===== src/rtl/vga_pkg.sv =====
// Shared VGA pipeline definitions: default resolution, colour widths and the
// sprite motion state type.
package vga_pkg;

    localparam int unsigned H_RES_DEF = 800;
    localparam int unsigned V_RES_DEF = 600;
    localparam int unsigned COLOR_W   = 12;
    localparam int unsigned CH_W      = 4;
    localparam int unsigned CNT_W     = 8;

    typedef enum logic [1:0] {
        StIdle,
        StRun,
        StPause
    } state_e;

endpackage


===== src/rtl/axis_step.sv =====
// One-axis per-frame motion step: computes next position and direction for
// either bounce or wrap behaviour, plus an edge-event flag. Purely combinational.
module axis_step
    import vga_pkg::*;
#(
    parameter int unsigned COORD_W = 11,
    parameter int unsigned SIZE_W  = 9,
    parameter int unsigned DEL_W   = 5
) (
    input  logic [COORD_W-1:0] pos_i,
    input  logic               dir_i,
    input  logic [SIZE_W-1:0]  size_i,
    input  logic [DEL_W-1:0]   del_i,
    input  logic [COORD_W-1:0] res_i,
    input  logic               wrap_mode_i,
    output logic [COORD_W-1:0] next_pos_o,
    output logic               next_dir_o,
    output logic               edge_o
);

    localparam int unsigned SW = COORD_W + 2;

    logic [SW-1:0] pos_w;
    logic [SW-1:0] size_w;
    logic [SW-1:0] del_w;
    logic [SW-1:0] res_w;
    logic [SW-1:0] fwd_w;
    logic [SW-1:0] reach_w;
    logic [SW-1:0] lim_w;

    // Everything is widened so no sum is truncated before it is compared.
    assign pos_w   = SW'(pos_i);
    assign size_w  = SW'(size_i);
    assign del_w   = SW'(del_i);
    assign res_w   = SW'(res_i);
    assign fwd_w   = pos_w + del_w;
    assign reach_w = fwd_w + size_w;
    assign lim_w   = res_w - SW'(1) - size_w;

    always_comb begin
        next_pos_o = pos_i;
        next_dir_o = dir_i;
        edge_o     = 1'b0;
        if (del_w != '0) begin
            if (wrap_mode_i) begin
                if (dir_i) begin
                    if (fwd_w >= res_w) begin
                        next_pos_o = COORD_W'(fwd_w - res_w);
                        edge_o     = 1'b1;
                    end else begin
                        next_pos_o = COORD_W'(fwd_w);
                    end
                end else begin
                    if (pos_w < del_w) begin
                        next_pos_o = COORD_W'(pos_w + res_w - del_w);
                        edge_o     = 1'b1;
                    end else begin
                        next_pos_o = COORD_W'(pos_w - del_w);
                    end
                end
            end else begin
                if (dir_i) begin
                    if (reach_w >= res_w - SW'(1)) begin
                        next_pos_o = COORD_W'(lim_w);
                        next_dir_o = 1'b0;
                        edge_o     = 1'b1;
                    end else begin
                        next_pos_o = COORD_W'(fwd_w);
                    end
                end else begin
                    if (pos_w <= del_w) begin
                        next_pos_o = '0;
                        next_dir_o = 1'b1;
                        edge_o     = 1'b1;
                    end else begin
                        next_pos_o = COORD_W'(pos_w - del_w);
                    end
                end
            end
        end
    end

endmodule


===== src/rtl/sprite_bouncer.sv =====
// Single-sprite motion engine: frame-synchronous movement with bounce or wrap,
// run/pause control, edge-event reporting and registered pixel coverage/colour.
module sprite_bouncer
    import vga_pkg::*;
#(
    parameter int unsigned H_RES   = H_RES_DEF,
    parameter int unsigned V_RES   = V_RES_DEF,
    parameter int unsigned COORD_W = 11,
    parameter int unsigned SIZE_W  = 9,
    parameter int unsigned DEL_W   = 5
) (
    input  logic               clk,
    input  logic               reset,
    input  logic               frame_tick_i,
    input  logic               enable_i,
    input  logic               load_i,
    input  logic               wrap_mode_i,
    input  logic [COORD_W-1:0] pix_x_i,
    input  logic [COORD_W-1:0] pix_y_i,
    input  logic [COORD_W-1:0] first_x_i,
    input  logic [COORD_W-1:0] first_y_i,
    input  logic [SIZE_W-1:0]  size_x_i,
    input  logic [SIZE_W-1:0]  size_y_i,
    input  logic [DEL_W-1:0]   del_x_i,
    input  logic [DEL_W-1:0]   del_y_i,
    input  logic [COLOR_W-1:0] color_i,
    output logic               hit_o,
    output logic [CH_W-1:0]    red_o,
    output logic [CH_W-1:0]    green_o,
    output logic [CH_W-1:0]    blue_o,
    output logic               bounce_x_o,
    output logic               bounce_y_o,
    output logic               corner_o,
    output logic [CNT_W-1:0]   bounce_cnt_o,
    output logic [COORD_W-1:0] pos_x_o,
    output logic [COORD_W-1:0] pos_y_o
);

    localparam int unsigned SW = COORD_W + 2;

    state_e               state_q, state_d;
    logic [COORD_W-1:0]   pos_x_q, pos_x_d, pos_y_q, pos_y_d;
    logic                 dir_x_q, dir_x_d, dir_y_q, dir_y_d;
    logic                 bounce_x_q, bounce_x_d, bounce_y_q, bounce_y_d;
    logic                 corner_q, corner_d;
    logic [CNT_W-1:0]     cnt_q, cnt_d;
    logic                 hit_q, hit_d;
    logic [COLOR_W-1:0]   rgb_q, rgb_d;

    logic [COORD_W-1:0]   start_x, start_y, step_x, step_y;
    logic                 step_dir_x, step_dir_y, edge_x, edge_y;

    // Start position pulled in so the whole sprite fits on screen.
    function automatic logic [COORD_W-1:0] clamp_start(input logic [COORD_W-1:0] first,
                                                       input logic [SIZE_W-1:0]  size,
                                                       input int unsigned        res);
        logic [SW-1:0] lim;
        lim = SW'(res) - SW'(1) - SW'(size);
        return (SW'(first) > lim) ? COORD_W'(lim) : first;
    endfunction

    assign start_x = clamp_start(first_x_i, size_x_i, H_RES);
    assign start_y = clamp_start(first_y_i, size_y_i, V_RES);

    axis_step #(
        .COORD_W(COORD_W),
        .SIZE_W (SIZE_W),
        .DEL_W  (DEL_W)
    ) u_step_x (
        .pos_i      (pos_x_q),
        .dir_i      (dir_x_q),
        .size_i     (size_x_i),
        .del_i      (del_x_i),
        .res_i      (COORD_W'(H_RES)),
        .wrap_mode_i(wrap_mode_i),
        .next_pos_o (step_x),
        .next_dir_o (step_dir_x),
        .edge_o     (edge_x)
    );

    axis_step #(
        .COORD_W(COORD_W),
        .SIZE_W (SIZE_W),
        .DEL_W  (DEL_W)
    ) u_step_y (
        .pos_i      (pos_y_q),
        .dir_i      (dir_y_q),
        .size_i     (size_y_i),
        .del_i      (del_y_i),
        .res_i      (COORD_W'(V_RES)),
        .wrap_mode_i(wrap_mode_i),
        .next_pos_o (step_y),
        .next_dir_o (step_dir_y),
        .edge_o     (edge_y)
    );

    always_comb begin
        state_d    = state_q;
        pos_x_d    = pos_x_q;
        pos_y_d    = pos_y_q;
        dir_x_d    = dir_x_q;
        dir_y_d    = dir_y_q;
        bounce_x_d = 1'b0;
        bounce_y_d = 1'b0;
        corner_d   = 1'b0;
        cnt_d      = cnt_q;
        if (load_i) begin
            state_d = StIdle;
            pos_x_d = start_x;
            pos_y_d = start_y;
            dir_x_d = 1'b1;
            dir_y_d = 1'b1;
        end else begin
            unique case (state_q)
                StIdle:  if (enable_i)  state_d = StRun;
                StRun:   if (!enable_i) state_d = StPause;
                StPause: if (enable_i)  state_d = StRun;
                default: state_d = StIdle;
            endcase
            // The state before the edge decides whether this tick steps.
            if (state_q == StRun && frame_tick_i) begin
                pos_x_d    = step_x;
                pos_y_d    = step_y;
                dir_x_d    = step_dir_x;
                dir_y_d    = step_dir_y;
                bounce_x_d = edge_x;
                bounce_y_d = edge_y;
                corner_d   = edge_x & edge_y;
                if ((edge_x | edge_y) && cnt_q != '1) begin
                    cnt_d = cnt_q + CNT_W'(1);
                end
            end
        end
    end

    always_comb begin
        hit_d = (SW'(pix_x_i) >= SW'(pos_x_q)) &&
                (SW'(pix_x_i) <= SW'(pos_x_q) + SW'(size_x_i)) &&
                (SW'(pix_y_i) >= SW'(pos_y_q)) &&
                (SW'(pix_y_i) <= SW'(pos_y_q) + SW'(size_y_i));
        rgb_d = hit_d ? color_i : '0;
    end

    always_ff @(posedge clk) begin
        if (reset) begin
            state_q    <= StIdle;
            pos_x_q    <= start_x;
            pos_y_q    <= start_y;
            dir_x_q    <= 1'b1;
            dir_y_q    <= 1'b1;
            bounce_x_q <= 1'b0;
            bounce_y_q <= 1'b0;
            corner_q   <= 1'b0;
            cnt_q      <= '0;
            hit_q      <= 1'b0;
            rgb_q      <= '0;
        end else begin
            state_q    <= state_d;
            pos_x_q    <= pos_x_d;
            pos_y_q    <= pos_y_d;
            dir_x_q    <= dir_x_d;
            dir_y_q    <= dir_y_d;
            bounce_x_q <= bounce_x_d;
            bounce_y_q <= bounce_y_d;
            corner_q   <= corner_d;
            cnt_q      <= cnt_d;
            hit_q      <= hit_d;
            rgb_q      <= rgb_d;
        end
    end

    assign hit_o        = hit_q;
    assign red_o        = rgb_q[11:8];
    assign green_o      = rgb_q[7:4];
    assign blue_o       = rgb_q[3:0];
    assign bounce_x_o   = bounce_x_q;
    assign bounce_y_o   = bounce_y_q;
    assign corner_o     = corner_q;
    assign bounce_cnt_o = cnt_q;
    assign pos_x_o      = pos_x_q;
    assign pos_y_o      = pos_y_q;

endmodule


===== config.mk =====
export PLATFORM = sky130hd
export DESIGN_NAME = sprite_bouncer
export DESIGN_NICKNAME = d
export VERILOG_FILES = /design/src/rtl/vga_pkg.sv /design/src/rtl/axis_step.sv /design/src/rtl/sprite_bouncer.sv
export SDC_FILE = /design/constraint.sdc
export NUM_CORES = 1
export LEC_CHECK = 0
export ABC_AREA = 0
export BUFFER_PORTS_ARGS = -buffer_cell sky130_fd_sc_hd__buf_2
export CAP_MARGIN = 0
export CORE_MARGIN = 3
export CORE_UTILIZATION = 60
export CTS_CLUSTER_SIZE = 20
export DETAILED_ROUTE_END_ITERATION = 8
export GPL_TIMING_DRIVEN = 0
export PLACE_DENSITY = 0.83
export SYNTH_ARGS = -nofsm -noshare
export SYNTH_HDL_FRONTEND = slang
export SYNTH_SLANG_ARGS = --single-unit

===== constraint.sdc =====
create_clock -name clk -period 7.6 [get_ports clk]
set_input_delay 1.52 -clock clk [delete_from_list [all_inputs] [get_ports clk]]
set_output_delay 1.52 -clock clk [all_outputs]
set_load 0.03 [all_outputs]

==> flow_summary.toml, run 1 <==
[setup_path]
cp-end-kind = "flop"
crit_chain = "buf_2, ha_1, inv_1, fa_1, nor2_1, o311a_1, o21ai_1, xnor2_1, inv_1, ha_1, or3_1, o22a_1, xor2_1, o31ai_1, a32oi_2, and2_1, clkbuf_1, a221o_1, a21oi_1, a221oi_1"
cp_top_family = "compound AO/OA/AOI/OAI gates"
cp.required_ns = 7.62
path_buf_inv = 4
crit_slowest_cell = "xnor2_1"
start_kind = "input pin"
path_max_fanout = 10
r2r_start = "pos_y_o[1]"
arrival_ns = 6.37
cpPeakStageDelay_ns = 0.54
path_class = "in2reg"
crit_start = "del_y_i[0]"

[power]
vdd.ir_drop.worst_uv = 201
leakagePower_nw = 4.67
power.density_nw_per_um2 = 258
power_mw = 2.64
internal_power_mw = 1.26
clockPowerShare_pct = 8.9
switching_share_pct = 52.3
pwr-share-seq_pct = 14.6
p_switching_mw = 1.38
combPwrFrac_pct = 76.5

[sta]
setup_slack_ns = 1.24
finalSetupTns_ns = 0
timing.final.crit_share_pct = 83.6
rsz0062_at_grt = "no"
slew_viol_final = 0
fin_crit_ns = 6.36
setup_viol = 0
relSlewSlack_pct = 30.3
tightest_slew_ns = 1.04
max_clock_freq_mhz = 157
finalHoldViolations = 0
final.setup_skew_ns = 0.00791

[yosys]
post-synth-top-area-fraction_pct = 21.2
synth_cells = 1139
synthDistinctLibCells = 97
ys.flop_type = "dfxtp_1"
synth.most_common_cell = "ha_1"
avgSynthCellArea_um2 = 8.04
synth_fp_nets = 1399
async_flop_share_pct = 0
synth-warning-count = 0
synth-edff-count = 22
synth_area_leader_cell = "ha_1"
syn_area_um2 = 9150
ys_seq_area_share_pct = 13.3
synth-seq-cells = 50
synth.top_cells.by_count = "ha_1 (155), inv_1 (101), nor2_1 (95)"
synth.area.top_cells = "ha_1 (21%), edfxtp_1 (7.2%), dfxtp_1 (6.1%)"

[placement]
place_congestion = 0.995
hpwl_mm = 23.2
dpl.cell_count = 1459
pre_cts_ws_ns = 1.07
port_buffers = 135

[route]
postRouteAntennaNets = 0
wl_mm = 27.3
vias = 9257
drt_iter0_markers = 929
routedWlPerCell_um = 18.6
drtPass1Iterations = 6
routed-wl-met3_mm = 2.95
wl_met2_mm = 11.7
drcViolationCount = 0
wl_met1_mm = 12.0
via_per_inst = 6.31
highest_layer = "met5"

[cts]
ctsHtreeMaxLevel = 2
post_cts_resized = 0
cts_tree = "built"
clock_latency_ns = 0.30
cts_root_buf = "clkbuf_16"
cts_num_sinks = 50
path_clk_slew_ns = 0.07
cts_hold_buf = 0
numCtsBuffers = 5
cts_setup_buffers = 0
clockBufferDepth = 2

[die]
ios = 136
die_w_um = 130
fp.dieH_um = 130
std_cell_rows = 44
die_area_um2 = 16800
core_um2 = 14800
start_util_pct = 62.0

[cells_and_area]
antenna_cells = 0
final_cells = 1467
fin_nets = 1542
area_delta_synth_final_pct = 11.6
drive_gt1_share_pct = 14.9

[flow_run]
max_cap_viol_count = 0

[global_route]
grt_max_degree = 19
grt_use_total_pct = 32.2
grt_pass1_wl_mm = 43.5
grt.overflow.total = 0
grt_antenna_before_repair = 1
grt_pass1_vias = 8712

[run_status]
status = "complete, no violations"

[worst_hold_path]
min-delay-start = "bounce_cnt_o[0]"
hold_class = "reg2reg"
[power by group through the flow]
stage          logic, mW  registers [mW]  clock network [mW]
2_1_floorplan       1.47           0.426                   0
3_3_place_gp        1.92           0.386                   0
3_5_place_dp        1.97           0.387                   0
4_1_cts             1.98           0.381               0.236
5_1_grt             2.23           0.388               0.247
6_report            2.02           0.385               0.234
[cell type report]
type	count	area [µm²]
flip-flops and latches	50	1220
clock buffers	5	125
fillers	1263	4540
multi-input cells	948	7390
repair buffers	136	681
plain buffers	34	145
well taps	184	230
clock inverters	3	26.3
inverters	107	402
[through the flow]
step	hold WS [ns]	instance area, µm²	utilization (%)
global placement	0.479	10100	68.2
floorplan	0.514	9150	-
CTS	0.523	10200	69.2
detailed placement	0.509	10100	68.2
global route	0.538	10200	69.2
finish	0.524	10200	69.2
[path summary, 6_finish.rpt]
path,slack (ns),cells after the start,endpoint
worst max-delay path,1.24,20,pos_y_o[5]
worst min-delay path,0.52,2,bounce_cnt_o[0]
worst max register to register,1.99,18,pos_y_o[5]
worst min register to register,0.52,2,bounce_cnt_o[0]
[per-layer routing]
metal,GRT usage [%],vias up
li1,-,4461
met5,0,-
met4,8.86,2
met1,46.0,4287
met2,49.6,449
met3,6.35,58
[cell families after synthesis]
logic type      count (synthesis)  synth area share (%)
fa+ha+maj                     170                  24.5
compound gates                357                  28.4
simple gates                  320                  17.7
buf+inv                       141                  5.97
xor+xnor                       83                  8.15
flops                          50                  13.3
mux                            18                  1.98
[worst register-to-register path, delay by kind of cell (launching register included)]
family,cells,cell delay (ns)
simple gates,3,0.83
buf+inv,3,0.59
compound gates,8,1.85
flops,1,0.54
fa+ha+maj,2,0.80
xor+xnor,2,0.72
[cells in the final DEF (no fill, tap or decap), types with 5 or more instances in the layout]
cell type,count
ha_1,155
buf_2,144
inv_1,101
nor2_1,95
a21oi_1,78
nand2_1,65
xnor2_1,61
o21ai_0,61
o21a_1,28
dfxtp_1,28
a211oi_1,25
nor2b_1,24
clkbuf_1,23
nand3_1,23
edfxtp_1,22
nor3_1,21
xor2_1,21
and2_1,19
mux2i_1,17
a31oi_1,15
fa_1,15
a21o_1,14
a221oi_1,14
o21bai_1,13
o22ai_1,10
o211ai_1,10
nand4_1,9
and3_1,9
o21ai_1,9
nand2b_1,8
o31ai_1,8
or2_2,6
nor3b_1,6
nor4_1,6
or3_1,5
a311oi_1,5
o2111ai_1,5
a221o_1,5
clkbuf_16,5
[sequential cells by signal (all words and copies together), names as in the netlist]
register	flops
bounce_cnt_o	8
bounce_x_o	1
bounce_y_o	1
corner_o	1
dir_x_q	1
dir_y_q	1
hit_o	1
pos_x_o	11
pos_y_o	11
rgb_q	12
state_q	2
Power figures use the tool's default switching activity.
==> inputs of run 2 (changes only) <==
--- a/config.mk
+++ b/config.mk
@@ -5,7 +5,7 @@
 export SDC_FILE = /design/constraint.sdc
 export NUM_CORES = 1
 export LEC_CHECK = 0
-export ABC_AREA = 0
+export ABC_AREA = 1
 export BUFFER_PORTS_ARGS = -buffer_cell sky130_fd_sc_hd__buf_2
 export CAP_MARGIN = 0
 export CORE_MARGIN = 3
==> constraint.sdc (replaced) <==
create_clock -name clk -period 6.19 [get_ports clk]
set_input_delay 1.238 -clock clk [delete_from_list [all_inputs] [get_ports clk]]
set_output_delay 1.238 -clock clk [all_outputs]
set_load 0.03 [all_outputs]
==> run 2 against run 1 <==
Clock power rose by 29%. Clock-buffer cell count is the same. Core utilization barely moved. Register-to-register slack worse by 0.27 ns. Synthesized cell count up 22%. Routed wire length is 6.8% higher. Sequential cell count stayed put. Power up 4.1%. Sequential power grew 17%.
==> flow_summary.toml, run 2 <==
[run_status]
status = "complete, no violations"

[die]
ios = 136
fp.dieH_um = 130
die_area_um2 = 16800
die_w_um = 130
std_cell_rows = 44
core_um2 = 14800
start_util_pct = 62.1

[route]
drtPass1Iterations = 6
routed-wl-met3_mm = 2.11
wl_met2_mm = 13.9
drt_iter0_markers = 887
highest_layer = "met4"
vias = 9994
via_per_inst = 5.84
wl_mm = 29.2
wl_met1_mm = 11.6
postRouteAntennaNets = 0
routedWlPerCell_um = 17.1
drcViolationCount = 0

[power]
leakagePower_nw = 5.45
clockPowerShare_pct = 11.0
internal_power_mw = 1.24
p_switching_mw = 1.50
combPwrFrac_pct = 72.7
power.density_nw_per_um2 = 269
vdd.ir_drop.worst_uv = 166
pwr-share-seq_pct = 16.4
switching_share_pct = 54.7

[yosys]
synthDistinctLibCells = 60
synth.area.top_cells = "ha_1 (21%), nand2_1 (14%), edfxtp_1 (7.2%)"
async_flop_share_pct = 0
synth.most_common_cell = "nand2_1"
synth-edff-count = 22
synth-warning-count = 0
synth.top_cells.by_count = "nand2_1 (330), inv_1 (176), ha_1 (155)"
synth_fp_nets = 1645
synth-seq-cells = 50
ys.flop_type = "dfxtp_1"
avgSynthCellArea_um2 = 6.61
ys_seq_area_share_pct = 13.3
synth_cells = 1385
post-synth-top-area-fraction_pct = 21.2
synth_area_leader_cell = "ha_1"
syn_area_um2 = 9160

[setup_path]
start_kind = "input pin"
cpPeakStageDelay_ns = 0.35
r2r_start = "pos_y_o[2]"
r2r_slack_ns = 1.72
reg2regPathDepth = 24
cp_top_family = "simple AND/OR/NAND/NOR gates"
crit_slowest_cell = "ha_1"
worst_r2r_endpoint = "pos_y_o[7]"
path_buf_inv = 5
cp-end-kind = "flop"
path_common_cell = "nand2_1"
cp.required_ns = 6.23
path_max_fanout = 10
arrival_ns = 5.10
path_class = "in2reg"

[cells_and_area]
fin_nets = 1786
final_cells = 1711
largest_register_ff_count = 12
antenna_cells = 0
area_delta_synth_final_pct = 11.5
final_cell_mix = "nand2_1 (330), inv_1 (176), ha_1 (155)"
design_area_um2 = 10200
mostFrequentLayoutCell = "nand2_1"
largest_register = "rgb_q"
drive_gt1_share_pct = 14.1

[cts]
cts_hold_buf = 0
clockBufferDepth = 2
cts_setup_buffers = 0
cts_tree = "built"
cts_root_buf = "clkbuf_16"
path_clk_slew_ns = 0.07
clock_latency_ns = 0.31
post_cts_resized = 0
ctsHtreeMaxLevel = 2
cts_num_sinks = 50
numCtsBuffers = 5

[sta]
fin_crit_ns = 5.06
timing.final.crit_share_pct = 81.8
relSlewSlack_pct = 54.0
final.setup_skew_ns = 0.0137
rsz0062_at_grt = "no"
hold_slack_ns = 0.506
max_clock_freq_mhz = 198
finalSetupTns_ns = 0
tightest_slew_ns = 0.689
setup_viol = 0
finalHoldViolations = 0
slew_viol_final = 0

[global_route]
grt_antenna_before_repair = 0
grt_use_total_pct = 34.0
grt.overflow.total = 0
grt_pass1_wl_mm = 45.4
grt_max_degree = 19
grt_pass1_vias = 9231

[placement]
post_dp_cell_area_um2 = 10100
dpl.cell_count = 1703
hpwl_mm = 24.5
port_buffers = 134
place_congestion = 1.01

[worst_hold_path]
hold_class = "reg2reg"
hold_depth = 2
min_to = "state_q[1]"
min-delay-start = "state_q[0]"

[flow_run]
max_cap_viol_count = 0
## run 2: cell count changes in the layout (fill, tap and decap cells not counted), sizes merged, moves of 12 or more
cell	before	now
nand2	65	351
inv	106	187
nand3	23	97
xnor2	62	15
a21oi	79	116
nor2	98	126
nor2b	26	0
o21a	28	2
nand4	9	31
xor2	21	40
a211oi	27	9
and2	19	1
mux2i	17	0
a221oi	14	2
## run 2: layout make-up
type,count,area (µm²)
multi-input cells,1122,7120
fillers,1402,4540
flip-flops and latches,50,1220
inverters,189,709
repair buffers,134,671
well taps,184,230
clock buffers,5,125
plain buffers,24,110
clock inverters,3,28.8
## run 2: worst register-to-register path: cells and delay by family (launching register included)
| family | cells | cell delay, ns |
|---|---|---|
| adders and majority gates | 2 | 0.74 |
| and+or+nand+nor | 14 | 1.67 |
| AOI/OAI and AO/OA | 4 | 0.64 |
| buffers and inverters | 3 | 0.38 |
| DFF | 1 | 0.48 |
| xor gates and xnor gates | 1 | 0.30 |
## run 2: per-layer routing
metal | track usage [%] | up-vias
met5 | 0 | -
met4 | 16.9 | 0
met3 | 3.13 | 108
met2 | 58.8 | 482
met1 | 42.4 | 4458
li1 | - | 4946
## run 2: power groups by stage
stage                     sequential [mW]  clock, mW  combinational (mW)
after CTS                           0.448      0.302                1.96
after floorplan                     0.494          0                1.41
after global placement              0.455          0                1.91
after global routing                0.454      0.314                2.23
final                               0.449      0.301                1.99
after detailed placement            0.455          0                1.95
## run 2: logic make-up (layout without fill, tap and decap cells)
kind of cell | Yosys count | after routing | synth area share (%)
AO/OA/AOI/OAI | 255 | 255 | 16.6
XOR/XNOR | 55 | 55 | 5.42
adder cells (fa/ha/maj) | 170 | 170 | 24.5
buffers and inverters | 213 | 355 | 8.95
flip-flops | 50 | 50 | 13.3
AND/OR/NAND/NOR | 642 | 642 | 31.2
## run 2: worst max path at each step
| stage | start | end | slack (ns) | cells after the start |
|---|---|---|---|---|
| global placement | del_y_i[2] | pos_y_o[4] | 0.94 | 26 |
| CTS | del_y_i[2] | pos_y_o[7] | 1.23 | 26 |
| detailed placement | del_x_i[2] | pos_x_o[8] | 0.91 | 24 |
| floorplan | del_x_i[2] | pos_x_o[8] | 1.79 | 23 |
| global route | del_y_i[2] | pos_y_o[7] | 0.73 | 26 |
| finish | del_y_i[2] | pos_y_o[7] | 1.13 | 26 |
## run 2: through the flow
step                      total power [mW]  util (%)  worst slack, ns
after floorplan                       1.90         -             1.79
after global placement                2.36      68.2            0.937
after detailed placement              2.40      68.2            0.911
after CTS                             2.71      69.2             1.23
after global routing                  3.00      69.2            0.733
final                                 2.74      69.2             1.13
